===== config.mk =====
export PLATFORM = sky130hd
export DESIGN_NAME = digit_serial_sub32
export DESIGN_NICKNAME = d
export VERILOG_FILES = /design/src/rtl/digit_serial_sub32_pkg.sv /design/src/rtl/digit_serial_sub32_sub_block.sv /design/src/rtl/digit_serial_sub32.sv
export SDC_FILE = /design/constraint.sdc
export NUM_CORES = 1
export LEC_CHECK = 0
export CORE_AREA = 2 2 130 132
export DETAILED_ROUTE_END_ITERATION = 10
export DIE_AREA = 0 0 132 134
export SETUP_SLACK_MARGIN = 0.3
export SYNTH_ARGS = -nofsm -noshare
export SYNTH_HDL_FRONTEND = slang
export SYNTH_SLANG_ARGS = --single-unit

===== constraint.sdc =====
create_clock -name clk -period 4.66 [get_ports clk]
set_input_delay 0.932 -clock clk [delete_from_list [all_inputs] [get_ports clk]]
set_output_delay 0.932 -clock clk [all_outputs]
set_load 0.05 [all_outputs]

===== src/rtl/digit_serial_sub32_pkg.sv =====
`default_nettype none
// ============================================================================
// Module   : digit_serial_sub32_pkg
// Purpose  : Shared defaults and FSM state type for the digit-serial subtractor.
// Revision : 1.0 - initial release
// ============================================================================
package digit_serial_sub32_pkg;

    localparam int DEF_WIDTH = 32;
    localparam int DEF_BLK   = 4;
    localparam int NBLK      = DEF_WIDTH / DEF_BLK;

    typedef enum logic [1:0] {
        IDLE = 2'd0,
        RUN  = 2'd1,
        DONE = 2'd2
    } state_t;

endpackage : digit_serial_sub32_pkg
`default_nettype wire


===== src/rtl/digit_serial_sub32_sub_block.sv =====
`default_nettype none
// ============================================================================
// Module   : sub_block
// Purpose  : BLK-bit ripple-carry adder slice used once per cycle.
// Revision : 1.0 - initial release
// ============================================================================
module sub_block #(
    parameter int BLK = 4
) (
    input  logic [BLK-1:0] a,
    input  logic [BLK-1:0] b,
    input  logic           cin,
    output logic [BLK-1:0] s,
    output logic           cout
);

    logic [BLK:0] w_c;

    always_comb begin
        s      = '0;
        w_c    = '0;
        w_c[0] = cin;
        for (int i = 0; i < BLK; i++) begin
            s[i]     = a[i] ^ b[i] ^ w_c[i];
            w_c[i+1] = (a[i] & b[i]) | (a[i] & w_c[i]) | (b[i] & w_c[i]);
        end
    end

    assign cout = w_c[BLK];

endmodule : sub_block
`default_nettype wire


===== src/rtl/digit_serial_sub32.sv =====
`default_nettype none
// ============================================================================
// Module   : digit_serial_sub32
// Purpose  : Signed A-B computed BLK bits per cycle, with overflow flag.
// Revision : 1.0 - initial release
// ============================================================================
module digit_serial_sub32
    import digit_serial_sub32_pkg::*;
#(
    parameter int WIDTH = DEF_WIDTH,
    parameter int BLK   = DEF_BLK
) (
    input  logic             clk,
    input  logic             rst_n,
    input  logic             in_valid,
    output logic             in_ready,
    input  logic [WIDTH-1:0] A,
    input  logic [WIDTH-1:0] B,
    output logic             out_valid,
    input  logic             out_ready,
    output logic [WIDTH:0]   DIFF,
    output logic             OVF
);

    localparam int L_NBLK = WIDTH / BLK;
    localparam int KW     = (L_NBLK > 1) ? $clog2(L_NBLK) : 1;

    state_t           r_state;
    state_t           w_next;
    logic [WIDTH-1:0] r_a;
    logic [WIDTH-1:0] r_b_inv;
    logic [KW-1:0]    r_k;
    logic             r_carry;
    logic [WIDTH:0]   r_diff;
    logic             r_ovf;

    logic [BLK-1:0]   w_a_blk;
    logic [BLK-1:0]   w_b_blk;
    logic [BLK-1:0]   w_s;
    logic             w_cout;
    logic             w_last;
    logic             w_msb;

    assign w_last = (r_k == KW'(L_NBLK - 1));

    // Borrow chain is realised as A + ~B + 1, so carry starts at 1.
    assign w_msb  = r_a[WIDTH-1] ^ r_b_inv[WIDTH-1] ^ w_cout;

    always_comb begin
        w_a_blk = '0;
        w_b_blk = '0;
        for (int j = 0; j < L_NBLK; j++) begin
            if (r_k == KW'(j)) begin
                w_a_blk = r_a[j*BLK +: BLK];
                w_b_blk = r_b_inv[j*BLK +: BLK];
            end
        end
    end

    sub_block #(
        .BLK (BLK)
    ) u_sub_block (
        .a    (w_a_blk),
        .b    (w_b_blk),
        .cin  (r_carry),
        .s    (w_s),
        .cout (w_cout)
    );

    always_ff @(posedge clk or negedge rst_n) begin
        if (!rst_n) begin
            r_state <= IDLE;
        end else begin
            r_state <= w_next;
        end
    end

    always_comb begin
        w_next = r_state;
        case (r_state)
            IDLE:    if (in_valid)  w_next = RUN;
            RUN:     if (w_last)    w_next = DONE;
            DONE:    if (out_ready) w_next = IDLE;
            default:                w_next = IDLE;
        endcase
    end

    always_ff @(posedge clk or negedge rst_n) begin
        if (!rst_n) begin
            r_a     <= '0;
            r_b_inv <= '0;
            r_k     <= '0;
            r_carry <= 1'b0;
            r_diff  <= '0;
            r_ovf   <= 1'b0;
        end else begin
            if (r_state == IDLE && in_valid) begin
                r_a     <= A;
                r_b_inv <= ~B;
                r_k     <= '0;
                r_carry <= 1'b1;
            end else if (r_state == RUN) begin
                for (int j = 0; j < L_NBLK; j++) begin
                    if (r_k == KW'(j)) begin
                        r_diff[j*BLK +: BLK] <= w_s;
                    end
                end
                r_carry <= w_cout;
                if (w_last) begin
                    r_k           <= '0;
                    r_diff[WIDTH] <= w_msb;
                    r_ovf         <= w_msb ^ w_s[BLK-1];
                end else begin
                    r_k <= r_k + KW'(1);
                end
            end
        end
    end

    assign in_ready  = (r_state == IDLE);
    assign out_valid = (r_state == DONE);
    assign DIFF      = r_diff;
    assign OVF       = r_ovf;

endmodule : digit_serial_sub32
`default_nettype wire


== Word level (Yosys, flattened, before mapping) ==
Cells that the tools add are included.
Storage, ports and cells
  output and inout port bits: 36
  word-level logic and storage cells: 98
  register bits after elaboration: 104
  input port bits: 68
Operators by class
  mux-type cells: 25
  bitwise logic cells: 33
  eq/ne operators: 12
  add/subtract/negate cells: 1
  reduce and logical (&&, ||, !) cells: 13
Operator list (number)
  2-to-1 mux 4 bit: 16
  inverter 32 bit: 1
  AND reduction 3 bit: 9
  bitwise AND 1 bit: 12
  equality test 3 bit (second input constant): 4
  bitwise XOR 1 bit: 11
  2-to-1 mux 3 bit: 3
  bitwise OR 1 bit: 8
  equality test 3 x 2 -> 1 bit (second input constant): 2
  2-to-1 mux 2 bit: 3
  case mux 2 bit (3 select lines): 1
  inequality test 2 bit (second input constant): 2
  adder 3 x 1 -> 3 bit (second input constant): 1
  equality test 3 x 1 -> 1 bit (second input constant): 1
  zero test 3 bit: 1
  equality test 2 x 1 -> 1 bit (second input constant): 1
  equality test 2 bit (second input constant): 1
  zero test 2 bit: 1
  2-to-1 mux 1 bit: 2
  inequality test 2 x 1 -> 1 bit (second input constant): 1
  nonzero test 2 bit: 1
  logical AND 1 bit: 1
  inverter 1 bit: 1

== Logic depth before layout (Yosys ltp) ==
  depth after elaboration: 23
  depth in mapped cells: 19
  depth with buffers taken out: 17

== Modules after synthesis ==
A second synthesis with hierarchy kept.
Second synthesis, totals
  cells, all modules: 464
  area, all modules: 4687.0 µm²
Modules (own cells, without submodules)
  digit_serial_sub32: area an instance 4569.4 µm², sequential area each 2602.5 µm², cells each 450, instances 1
  sub_block: area an instance 117.6 µm², sequential area each 0.0 µm², cells each 14, instances 1

== Least setup slack after synthesis ==
No wires, ideal clock.
  path kind: register -> register
  start point: register r_k[0]
  end point: register r_ovf (netlist: OVF)
  arrival: 3.542 ns
  path buffers: 2
  stages on the path, launching flop included: 18
  library setup time: 0.124 ns
  data required time: 4.536 ns
  setup slack: 0.995 ns
  clock period less this slack: 3.665 ns
  cells stage by stage: dfrtp_1 > ha_1 > ha_1 > buf_6 > nor2_1 > a221oi_2 > o21ai_1 > a221oi_2 > a221oi_1 > fa_1 > inv_1 > fa_1 > fa_1 > inv_1 > fa_1 > clkbuf_1 > xnor2_1 > o21ai_1
Between the ends
  word-level cells in the longest chain between the ends: 23
  elaborated cells on any way between the ends: 49
  classes of those cells: 7 x eq/ne; 16 x mux; 24 x bitwise; 2 x reduce/logical
Ends and longest elaborated chain
  start, declared: line digit_serial_sub32.sv:32  | logic [KW-1:0] r_k;
  start signal, assigned: line digit_serial_sub32.sv:114  | r_k <= r_k + KW'(1);
  zero test 3 bit: line digit_serial_sub32.sv:53  | if (r_k == KW'(j)) begin
  2-to-1 mux 4 bit (8 in a row): line digit_serial_sub32.sv:53
  bitwise AND 1 bit: line digit_serial_sub32_sub_block.sv:25  | w_c[i+1] = (a[i] & b[i]) | (a[i] & w_c[i]) | (b[i] & w_c[i]);
  bitwise OR 1 bit (2 in a row): line digit_serial_sub32_sub_block.sv:25
  bitwise AND 1 bit: line digit_serial_sub32_sub_block.sv:25
  bitwise OR 1 bit (2 in a row): line digit_serial_sub32_sub_block.sv:25
  bitwise AND 1 bit: line digit_serial_sub32_sub_block.sv:25
  bitwise OR 1 bit (2 in a row): line digit_serial_sub32_sub_block.sv:25
  bitwise AND 1 bit: line digit_serial_sub32_sub_block.sv:25
  bitwise OR 1 bit (2 in a row): line digit_serial_sub32_sub_block.sv:25
  bitwise XOR 1 bit: line digit_serial_sub32.sv:47  | assign w_msb = r_a[WIDTH-1] ^ r_b_inv[WIDTH-1] ^ w_cout;
  bitwise XOR 1 bit: line digit_serial_sub32.sv:112  | r_ovf <= w_msb ^ w_s[BLK-1];
  end signal, assigned: line digit_serial_sub32.sv:112
  end, declared: line digit_serial_sub32.sv:35  | logic r_ovf;
Parallel ways exist; a longest one is shown, timed or not.
A chain may end at the register's enable or synchronous reset.

== Worst setup path in the final report ==
  start point: register r_k[1]
  end point: register r_ovf (netlist: OVF)
The elaborated chain is that of the path after synthesis.

==> flow_metrics.py <==
metrics = {
    "global_routing": {
        "grtUsageTotal_pct": 14.36,
        "grt_max_degree": 102,
        "top_usage_layer": "met2",
        "use_met3_pct": 4.346,
        "grt_use_met1_pct": 18.56,
        "grt_pass1_vias": 3620,
        "grt_pass1_wl_mm": 19.62,
        "grt_overflow": 0,
        "grt_antenna_before_repair": 0,
        "use_met2_pct": 23.84,
    },
    "worst_setup_path": {
        "slowest_delay_ns": 0.53,
        "critPathTopFamily": "adder cells",
        "arrival_ns": 4.27,
        "critPathSlowestCell": "ha_1",
        "critPathKind": "flop to flop",
        "cp-end-kind": "flop",
        "crit_path_max_fanout": 17,
        "path_cells": "inv_1, ha_1, buf_4, nand2_1, o211ai_1, o21ai_1, a221oi_2, a221oi_1, fa_1, inv_1, fa_1, fa_1, inv_1, fa_1, xnor2_1, xnor2_1, xnor2_1, o21ai_1",
        "crit_required_ns": 4.89,
        "worstSetupStartpointType": "flop",
        "cpMostUsedCell": "fa_1",
        "cp_num_buf_inv": 4,
    },
    "pwr": {
        "pwr-share-clk_pct": 14.3,
        "p_switching_mw": 2.477,
        "power_frac_seq_pct": 30.5,
        "switching_share_pct": 46.35,
        "ir_worst_vdd_v": 0.0004429,
        "finalPower_mw": 5.345,
        "p_leak_nw": 2.714,
        "power_density_nw_per_um2": 849.6,
        "combPwrFrac_pct": 55.2,
        "p_int_mw": 2.868,
    },
    "placement": {
        "place_congestion": 0.8504,
        "placed_area_sq_um": 5983,
        "port-buffer-count": 103,
        "dp_hpwl_mm": 9.136,
    },
    "finish": {
        "areaGrowthSynthToFinish_pct": 30.84,
        "final_cell_area_sq_um": 6291,
        "antenna_cells": 0,
        "nets": 613,
        "drive_above_1_share_pct": 7.407,
    },
    "timing": {
        "tns_ns": 0,
        "final-hold-violation-count": 0,
        "slew_violations": 0,
        "rsz0062_at_grt": "false",
        "hold_ws_ns": 0.4808,
        "clock.fmax_mhz": 248.1,
        "slew_headroom_pct": 31.76,
        "worst_slew_pin_slew_ns": 1.024,
        "period_share_pct": 86.50,
        "finalSetupViolations": 0,
        "fin_skew_ns": 0.01199,
        "period_needed_ns": 4.031,
    },
    "cts": {
        "cts-root-buf": "clkbuf_16",
        "cts_setup_buffers": 0,
        "cts_tree": "done",
        "htree_levels": 3,
        "cts.path.max_buffers": 2,
        "hold_buffers": 0,
        "clock-sinks": 104,
        "ctsResizeCount": 0,
        "clkTransAtPathRegs_ns": 0.07,
        "cts_buffers": 9,
        "clock_latency_ns": 0.36,
    },
    "job": {
        "max-cap-violations": 0,
    },
    "run_status": {
        "outcome": "finished clean",
    },
    "yosys": {
        "synthesis.nets": 523,
        "synth_warnings": 0,
        "synth-seq-area-share_pct": 54.12,
        "synthCells": 445,
        "synth.cell_area_sq_um": 4808,
        "avgSynthCellArea_sq_um": 10.81,
        "synth.ff_latch_count": 104,
        "yosysUniqueCellTypes": 34,
    },
    "routing": {
        "drc": 0,
        "wl_per_cell_um": 15.85,
        "vias": 3483,
        "drt-total-wl_mm": 12.04,
        "drtAntennaViolNets": 0,
        "first_pass_iters": 5,
        "viasPerCell": 4.583,
        "initialDrtViolationCount": 222,
    },
    "floorplanning": {
        "design.core.area_sq_um": 16290,
        "dieArea_sq_um": 17690,
        "rows": 47,
        "dieWidth_um": 132,
        "start_util_pct": 29.52,
        "ioPinCount": 104,
        "dieHeight_um": 134,
    },
    "min_path": {
        "min_path_type": "flop to flop",
    },
}
-- cell type report --
class	instances	area, sq um
clock inverter	7	77.57
timing repair buffer	109	1074
multi-input combinational	293	1969
fill	1606	9998
clock buffer	9	225.2
inverter	18	67.56
sequential	104	2603
tap	220	275.3
-- per-layer routing --
metal	wire [um]	share of wire, %	up-vias
li1	-	-	1720
met1	5427	45	1655
met2	5801	48	100
met3	716	5.9	8
met4	99	0.82	0
met5	0	0	-
-- path summary, 6_finish.rpt --
| check | startpoint | end | slack, ns | depth (start not counted) |
|---|---|---|---|---|
| min in group asynchronous | rst_n | r_a[25]$_DFFE_PN0P_ | 0.70 | 1 |
| max in group asynchronous | rst_n | DIFF[13]$_DFFE_PN0P_ | 2.99 | 2 |
| worst max register to register | r_k[1]$_DFFE_PN0P_ | OVF$_DFFE_PN0P_ | 0.63 | 18 |
| worst min-delay path | r_b_inv[9]$_DFFE_PN0P_ | r_b_inv[9]$_DFFE_PN0P_ | 0.48 | 2 |
| worst max-delay path | r_k[1]$_DFFE_PN0P_ | OVF$_DFFE_PN0P_ | 0.63 | 18 |
| worst min register to register | r_b_inv[9]$_DFFE_PN0P_ | r_b_inv[9]$_DFFE_PN0P_ | 0.48 | 2 |
-- Yosys cell counts (all sizes together) --
master | n | area, sq um
nor2b | 7 | 46.30
inv | 18 | 67.56
ha | 6 | 75.07
clkbuf | 8 | 30.03
a31oi | 5 | 31.28
buf | 22 | 151.4
nand3 | 6 | 45.04
nand2 | 90 | 342.8
o211ai | 4 | 30.03
a221o | 5 | 50.05
a22o | 4 | 35.03
a222oi | 5 | 50.05
dfrtp | 104 | 2603
a21oi | 5 | 25.02
a22oi | 1 | 7.510
mux2 | 48 | 540.5
a221oi | 9 | 103.9
nor3b | 3 | 22.52
fa | 4 | 80.08
xnor2 | 3 | 26.28
nand2b | 2 | 12.51
o21ai | 61 | 305.3
o31ai | 1 | 7.510
a21o | 6 | 45.04
nor2 | 18 | 75.07
-- sequential cells by signal, summed over array words and instances (netlist names) --
register,count
r_state,2
r_carry,1
OVF,1
r_k,3
DIFF,33
r_a,32
r_b_inv,32
-- cells by family after synthesis --
logic type                 Yosys count  synth area share [%]
adders and majority gates           10                 3.227
DFF                                104                 54.12
and+or+nand+nor                    126                 11.32
muxes                               48                 11.24
buffers and inverters               48                 5.178
xor gates and xnor gates             3                0.5465
AOI/OAI and AO/OA                  106                 14.36
-- power groups by stage --
stage / sequential [mW] / combinational, mW / clock [mW]
finish: 1.63 / 2.95 / 0.763
global route: 1.69 / 3.22 / 0.823
CTS: 1.64 / 2.98 / 0.788
detailed placement: 1.66 / 2.97 / 0
global placement: 1.64 / 2.90 / 0
floorplan: 2.01 / 1.63 / 0
-- through the flow --
step           util [%]  cells  setup slack, ns
2_1_floorplan         -    445           0.9946
3_3_place_gp      36.73    744           0.6528
3_5_place_dp      36.73    744           0.4781
4_1_cts           38.59    760           0.4663
5_1_grt           38.62    760           0.3069
6_report          38.62    760           0.6290
-- worst reg2reg max path, stage by stage (launching register included) --
cell      delay (ns)
dfrtp_1         0.42
inv_1           0.10
ha_1            0.53
buf_4           0.31
nand2_1         0.08
o211ai_1        0.09
o21ai_1         0.11
a221oi_2        0.27
a221oi_1        0.10
fa_1            0.40
inv_1           0.09
fa_1            0.18
fa_1            0.17
inv_1           0.05
fa_1            0.39
xnor2_1         0.15
xnor2_1         0.22
xnor2_1         0.16
o21ai_1         0.08
-- layout by cell type, fill, tap and decap left out, types with 2 or more instances in the layout --
cell,count
a21o_1,6
fa_1,4
nand2b_1,2
dfrtp_1,104
inv_6,2
a21oi_1,5
clkbuf_16,9
a221oi_1,5
nand2_2,2
inv_1,17
nor2_2,3
o21ai_1,32
ha_1,4
nor2_1,15
a222oi_1,5
buf_4,7
a221o_1,5
o211ai_1,4
nor2b_1,6
a22o_1,4
nor3b_1,3
a221oi_2,4
clkinv_4,2
mux2_1,48
nand3_1,3
nand2_1,87
o21ai_0,29
a31oi_1,5
ha_2,2
nand3_2,3
clkdlybuf4s50_1,102
xnor2_1,3
Power figures use the tool's default switching activity.
==> variant 1: new RTL, config.mk and constraints unchanged <==
The package constant `DEF_BLK` goes from 4 to 8.
--- a/src/rtl/digit_serial_sub32_pkg.sv
+++ b/src/rtl/digit_serial_sub32_pkg.sv
@@ -7,7 +7,7 @@
 package digit_serial_sub32_pkg;
 
     localparam int DEF_WIDTH = 32;
-    localparam int DEF_BLK   = 4;
+    localparam int DEF_BLK   = 8;
     localparam int NBLK      = DEF_WIDTH / DEF_BLK;
 
     typedef enum logic [1:0] {
Function: changed (Yosys sat finds a counterexample within 4 cycles, from zero or initial values and one cycle with rst_n low).
==> variant 1 against the unedited design <==
- sequential cell count decreased by 1
- final cell count decreased by 3.2%
- design area increased by 2.0%
- clock skew decreased by 0.0057 ns
- routed wire length decreased by 2.5%
- hold slack improved by 0.0082 ns
- synthesized area decreased by 1.2%
- power increased by 10%
- setup slack got worse by 0.41 ns
- critical endpoint unchanged
- largest power group unchanged
==> variant 1: results (changes against the unedited design) <==
Crit path max fanout: 6 (-11)
Clk slew on worst S/H paths: 0.06 ns
CTS root buf: clkbuf_16
1st-pass router iterations: 4 (-1)
Relative max-transition margin: 0.211 (-0.107)
Total GRT Usage: 0.140 (-0.00389)
Top cells by count, synth: dfrtp_1 (103), nand2_1 (58), a21oi_1 (32), mux2_4 (32), o21ai_1 (30)
Synth Area per Inst: 11.8 um^2 (+9.0%)
Most area-consuming cells after synthesis: dfrtp_1 (54%), mux2_4 (10%), mux2_2 (5.7%), nand2_1 (4.6%), a21oi_1 (3.4%)
Max FFs per register: 33 (unchanged)
Layout fillers: 1596 (-0.62%)
Pin count of the biggest net entering global routing: 78 (-24%)
Final std cells w/o fill: 736 (-3.2%)
Drt total wl: 11700 um (-2.5%)
First-pass GRT wire length: 19000 um (-3.2%)
Layout Nets: 590 (-3.8%)
Layout cell share with drive strength beyond 1: 0.219 (+0.145)
RePlAce Congestion: 0.799 (-6.0%)
Leak: 2.86 nW (+5.4%)
Status: complete, no violations
Synth Net Count: 483 (-7.6%)
Hpwl dp: 8870 um (-2.9%)
Yosys cell types: 24 (-29%)
Fin Clk Skew: 0.00632 ns (-0.00566 ns)
Sequential cell area fraction in the yosys report: 0.543 (+0.00158)
Xor and xnor area share after synthesis: 0.00870 (+0.00323)
Hold Crit Class: flop to flop
Via density: 4.51 (-1.6%)
Multiplexer area fraction after synthesis: 0.160 (+0.0478)
Vias in the first global route: 3506 (-3.1%)
Synth top area share: 0.543 (+0.00158)
Max VDD drop: 375 uV (-15%)
Adder-cell share of the synthesized area: 0.0443 (+0.0120)
Starting DRT DRC Count: 211 (-5.0%)
Critical Path AT: 4.66 ns (+0.39 ns)
Placed cells: 714 (-4.0%)
Complex-gate fraction of the synthesized area: 0.131 (-0.0124)
## variant 1: what timing repair did
| action | in CTS | in global routing |
|---|---|---|
| buffers inserted | 5 | 0 |
| resized for setup | 15 | 4 |
| endpoints found under the setup margin | 6 | 6 |
| pin swaps | 1 | 2 |
## variant 1: worst paths after layout
path	from	end	slack, ns	depth (start not counted)
min in group asynchronous	rst_n	r_state[1]	0.71	1
max	r_k[0]	OVF	0.22	17
max in group asynchronous	rst_n	r_b_inv[28]	2.99	2
min reg2reg	r_b_inv[19]	r_b_inv[19]	0.49	2
max reg2reg	r_k[0]	OVF	0.22	17
min	r_b_inv[19]	r_b_inv[19]	0.49	2
## variant 1: cells by family (layout without fill, tap and decap cells)
| kind of cell | count (synthesis) | count (layout) |
|---|---|---|
| DFF | 103 | 103 |
| muxes | 57 | 57 |
| other | 0 | 1 |
| buffers and inverters | 49 | 161 |
| xor gates and xnor gates | 3 | 3 |
| and+or+nand+nor | 68 | 68 |
| AOI/OAI and AO/OA | 111 | 111 |
| adders and majority gates | 12 | 12 |
## variant 1: where the power goes
part	switching, mW	leakage [nW]	total (mW)	internal [mW]
Sequential	0.321	1.25	1.68	1.36
Combinational	1.85	1.47	3.45	1.59
Clock	0.322	0.140	0.753	0.431
## variant 1: worst max-delay path, stage by stage, from the launching register on
cell and delay [ns]:
dfrtp_1 0.41, buf_6 0.14, ha_4 0.17, a21oi_2 0.10
o21ai_1 0.08, a22oi_2 0.19, fa_2 0.23, inv_2 0.04
fa_2 0.35, fa_2 0.37, fa_2 0.35, fa_2 0.34
fa_2 0.35, fa_2 0.35, inv_2 0.07, fa_2 0.48
xor3_1 0.22, o21ai_1 0.06
## variant 1: stage by stage
step / setup slack, ns / util / hold WS [ns] / cell area (um^2) / total power [mW]
final: 0.216 / 0.394 / 0.489 / 6410 / 5.88
after global routing: 0.00852 / 0.394 / 0.521 / 6410 / 6.32
after global placement: 0.147 / 0.370 / 0.468 / 6020 / 4.95
after floorplan: 0.149 / - / 0.450 / 4800 / 3.97
after detailed placement: 0.0294 / 0.370 / 0.480 / 6020 / 5.06
after CTS: 0.210 / 0.393 / 0.495 / 6400 / 5.92
## variant 1: area by class of cell
type,instances,area (um^2),area share
Timing Repair Buffer,122,1170,0.183
Tap cell,220,275,0.0429
Clock inverter,3,42.5,0.00663
Clock buffer,13,250,0.0390
Inverter,23,86.3,0.0135
Sequential cell,103,2580,0.402
Antenna cell,1,2.50,0.000390
Multi-Input combinational cell,251,2000,0.312
## variant 1: layer usage
| layer | GRT usage | part of all wire | vias to the layer above |
|---|---|---|---|
| li1 | - | - | 1595 |
| met3 | 0.0351 | 0.047 | 16 |
| met4 | 0.0465 | 0.016 | 0 |
| met1 | 0.174 | 0.45 | 1615 |
| met2 | 0.238 | 0.48 | 94 |
| met5 | 0 | 0 | - |
==> variant 2: new RTL, same settings <==
Without the edit above. The 3 states of `state_t` get a one-hot encoding in 3 bits.
--- a/src/rtl/digit_serial_sub32_pkg.sv
+++ b/src/rtl/digit_serial_sub32_pkg.sv
@@ -10,10 +10,10 @@
     localparam int DEF_BLK   = 4;
     localparam int NBLK      = DEF_WIDTH / DEF_BLK;
 
-    typedef enum logic [1:0] {
-        IDLE = 2'd0,
-        RUN  = 2'd1,
-        DONE = 2'd2
+    typedef enum logic [2:0] {
+        IDLE = 3'b001,
+        RUN  = 3'b010,
+        DONE = 3'b100
     } state_t;
 
 endpackage : digit_serial_sub32_pkg
Function: same outputs for any inputs over 10 cycles, from zero or initial values and one cycle with rst_n low; not proved beyond that.
==> variant 2 against the unedited design <==
- synthesized area is 1.1% higher
- setup slack improved by 0.036 ns
- power shrank 9.3%
- routed wire length rose by 8.3%
- combinational power decreased by 18%
- clock power increased by 11%
- design area rose by 2.0%
- sequential cell count grew 1
- largest power group unchanged
- highest routed layer unchanged
==> variant 2: results (changes against the unedited design) <==
Status: complete, no violations
CTS H-tree depth: 3 (unchanged)
Synth Warn #: 0 (unchanged)
Clk slew on worst S/H paths: 0.07 ns (about the same)
Leak: 2.93 nW (+7.9%)
First-pass GRT wire length: 21000 um (+7.2%)
Relative max-transition margin: 0.398 (+0.0800)
Setup_tns: 0 ns (unchanged)
Total GRT Usage: 0.151 (+0.00718)
CTS root buf: clkbuf_16
Initial antenna violation count: 0 (unchanged)
Post-cts repair resize count: 0 (unchanged)
Xor and xnor area share after synthesis: 0.00541 (-0.0000591)
Hpwl dp: 9690 um (+6.1%)
Starting DRT DRC Count: 281 (+27%)
Top cells by count, synth: nand2_1 (171), dfrtp_1 (104), o21ai_0 (60), nor2_1 (21), inv_1 (18)
Sequential cell area fraction in the yosys report: 0.541 (about the same)
DR WL/cell: 15.7 um (-1.0%)
Post-CTS Setup Bufs: 0 (unchanged)
CTS Buffer Depth: 2 (unchanged)
Synth Net Count: 593 (+13%)
Adder-cell share of the synthesized area: 0.0319 (-0.000349)
Max VDD drop: 343 uV (-22%)
Final std cells w/o fill: 832 (+9.5%)
RePlAce Congestion: 0.865 (+1.7%)
Commonest register cell after synthesis: dfrtp_1
Layout fillers: 1641 (+2.2%)
Multiplexer area fraction after synthesis: 0.0402 (-0.0723)
Complex-gate fraction of the synthesized area: 0.145 (+0.00179)
Area post-placement: 6070 um^2 (+1.5%)
Async S/R FF share, synth: 1.00 (unchanged)
Port bufs: 103 (unchanged)
Via count: 3899 (+12%)
1st-pass router iterations: 5 (unchanged)
Slew Viols, Final: 0 (unchanged)
Crit path max fanout: 16 (-1)
Hold Crit Class: flop to flop
Fin Clk Skew: 0.0105 ns (-0.00149 ns)
Most area-consuming cells after synthesis: dfrtp_1 (54%), nand2_1 (13%), o21ai_0 (6.2%), mux2_2 (2.8%), fa_1 (1.6%)
Critical Path AT: 4.23 ns (-0.04 ns)
Layout cell share with drive strength beyond 1: 0.0850 (+0.0109)
Layout Nets: 685 (+12%)
Synth Area per Inst: 9.44 um^2 (-13%)
ANT cells: 0 (unchanged)
Yosys cell types: 38 (+12%)
Total CTS buffers: 9 (unchanged)
Clk_lat worst skew: 0.36 ns (about the same)
Max FFs per register: 33 (unchanged)
Placed cells: 816 (+9.7%)
DP Worst Slack: 0.600 ns (+0.122 ns)
Pin count of the biggest net entering global routing: 73 (-28%)
Vias in the first global route: 3969 (+9.6%)
-- variant 2: cell count changes in the layout (fill, tap and decap cells not counted), moves of 3 or more --
cell,before,now
a21oi_1,5,12
a221oi_1,5,9
a221oi_2,4,0
buf_4,7,11
mux2_1,48,0
mux2_2,0,12
mux2_4,0,4
nand2_1,87,170
nand3_2,3,0
nor2_1,15,21
o21ai_0,29,60
o21ai_1,32,1
-- variant 2: kinds of logic after synthesis --
group	after synthesis
xor gates and xnor gates	3
DFF	105
buffers and inverters	50
muxes	16
AOI/OAI and AO/OA	114
adders and majority gates	10
and+or+nand+nor	217
-- variant 2: final cells by class --
cell class              count  area (um^2)  area share
clock buffers              10          239      0.0372
clock inverters             6         93.8      0.0146
inverters                  18         67.6      0.0105
multi-input cells         360         2010       0.313
flip-flops and latches    105         2630       0.409
well taps                 220          275      0.0429
repair buffers            113         1100       0.172
-- variant 2: critical path, cell delays in order (launching register included) --
cell,delay (ns)
dfrtp_1,0.42
inv_1,0.09
ha_1,0.43
buf_4,0.27
nor2_1,0.28
nand2_1,0.10
a222oi_1,0.24
o21ai_0,0.15
a22o_1,0.23
fa_1,0.42
fa_1,0.36
inv_1,0.07
fa_1,0.52
xnor2_1,0.20
o21ai_0,0.09
-- variant 2: layer usage --
| layer | vias up | wire (um) | track usage |
|---|---|---|---|
| met2 | 118 | 5930 | 0.241 |
| met4 | 0 | 191 | 0.0399 |
| met3 | 14 | 759 | 0.0446 |
| li1 | 1903 | - | - |
| met5 | - | 0 | 0 |
| met1 | 1864 | 6160 | 0.201 |
-- variant 2: worst paths after layout --
kind | startpoint | endpoint | slack, ns | depth (start not counted)
max | r_k[0] | OVF | 0.67 | 14
min | r_a[10] | r_a[10] | 0.48 | 2
max reg2reg | r_k[0] | OVF | 0.67 | 14
min reg2reg | r_a[10] | r_a[10] | 0.48 | 2
max in group asynchronous | rst_n | r_b_inv[9] | 2.99 | 2
min in group asynchronous | rst_n | r_a[1] | 0.71 | 1
-- variant 2: power by group --
part | internal (mW) | switching (mW)
clock network | 0.491 | 0.355
registers | 1.30 | 0.287
logic | 0.907 | 1.51
total | 2.70 | 2.15
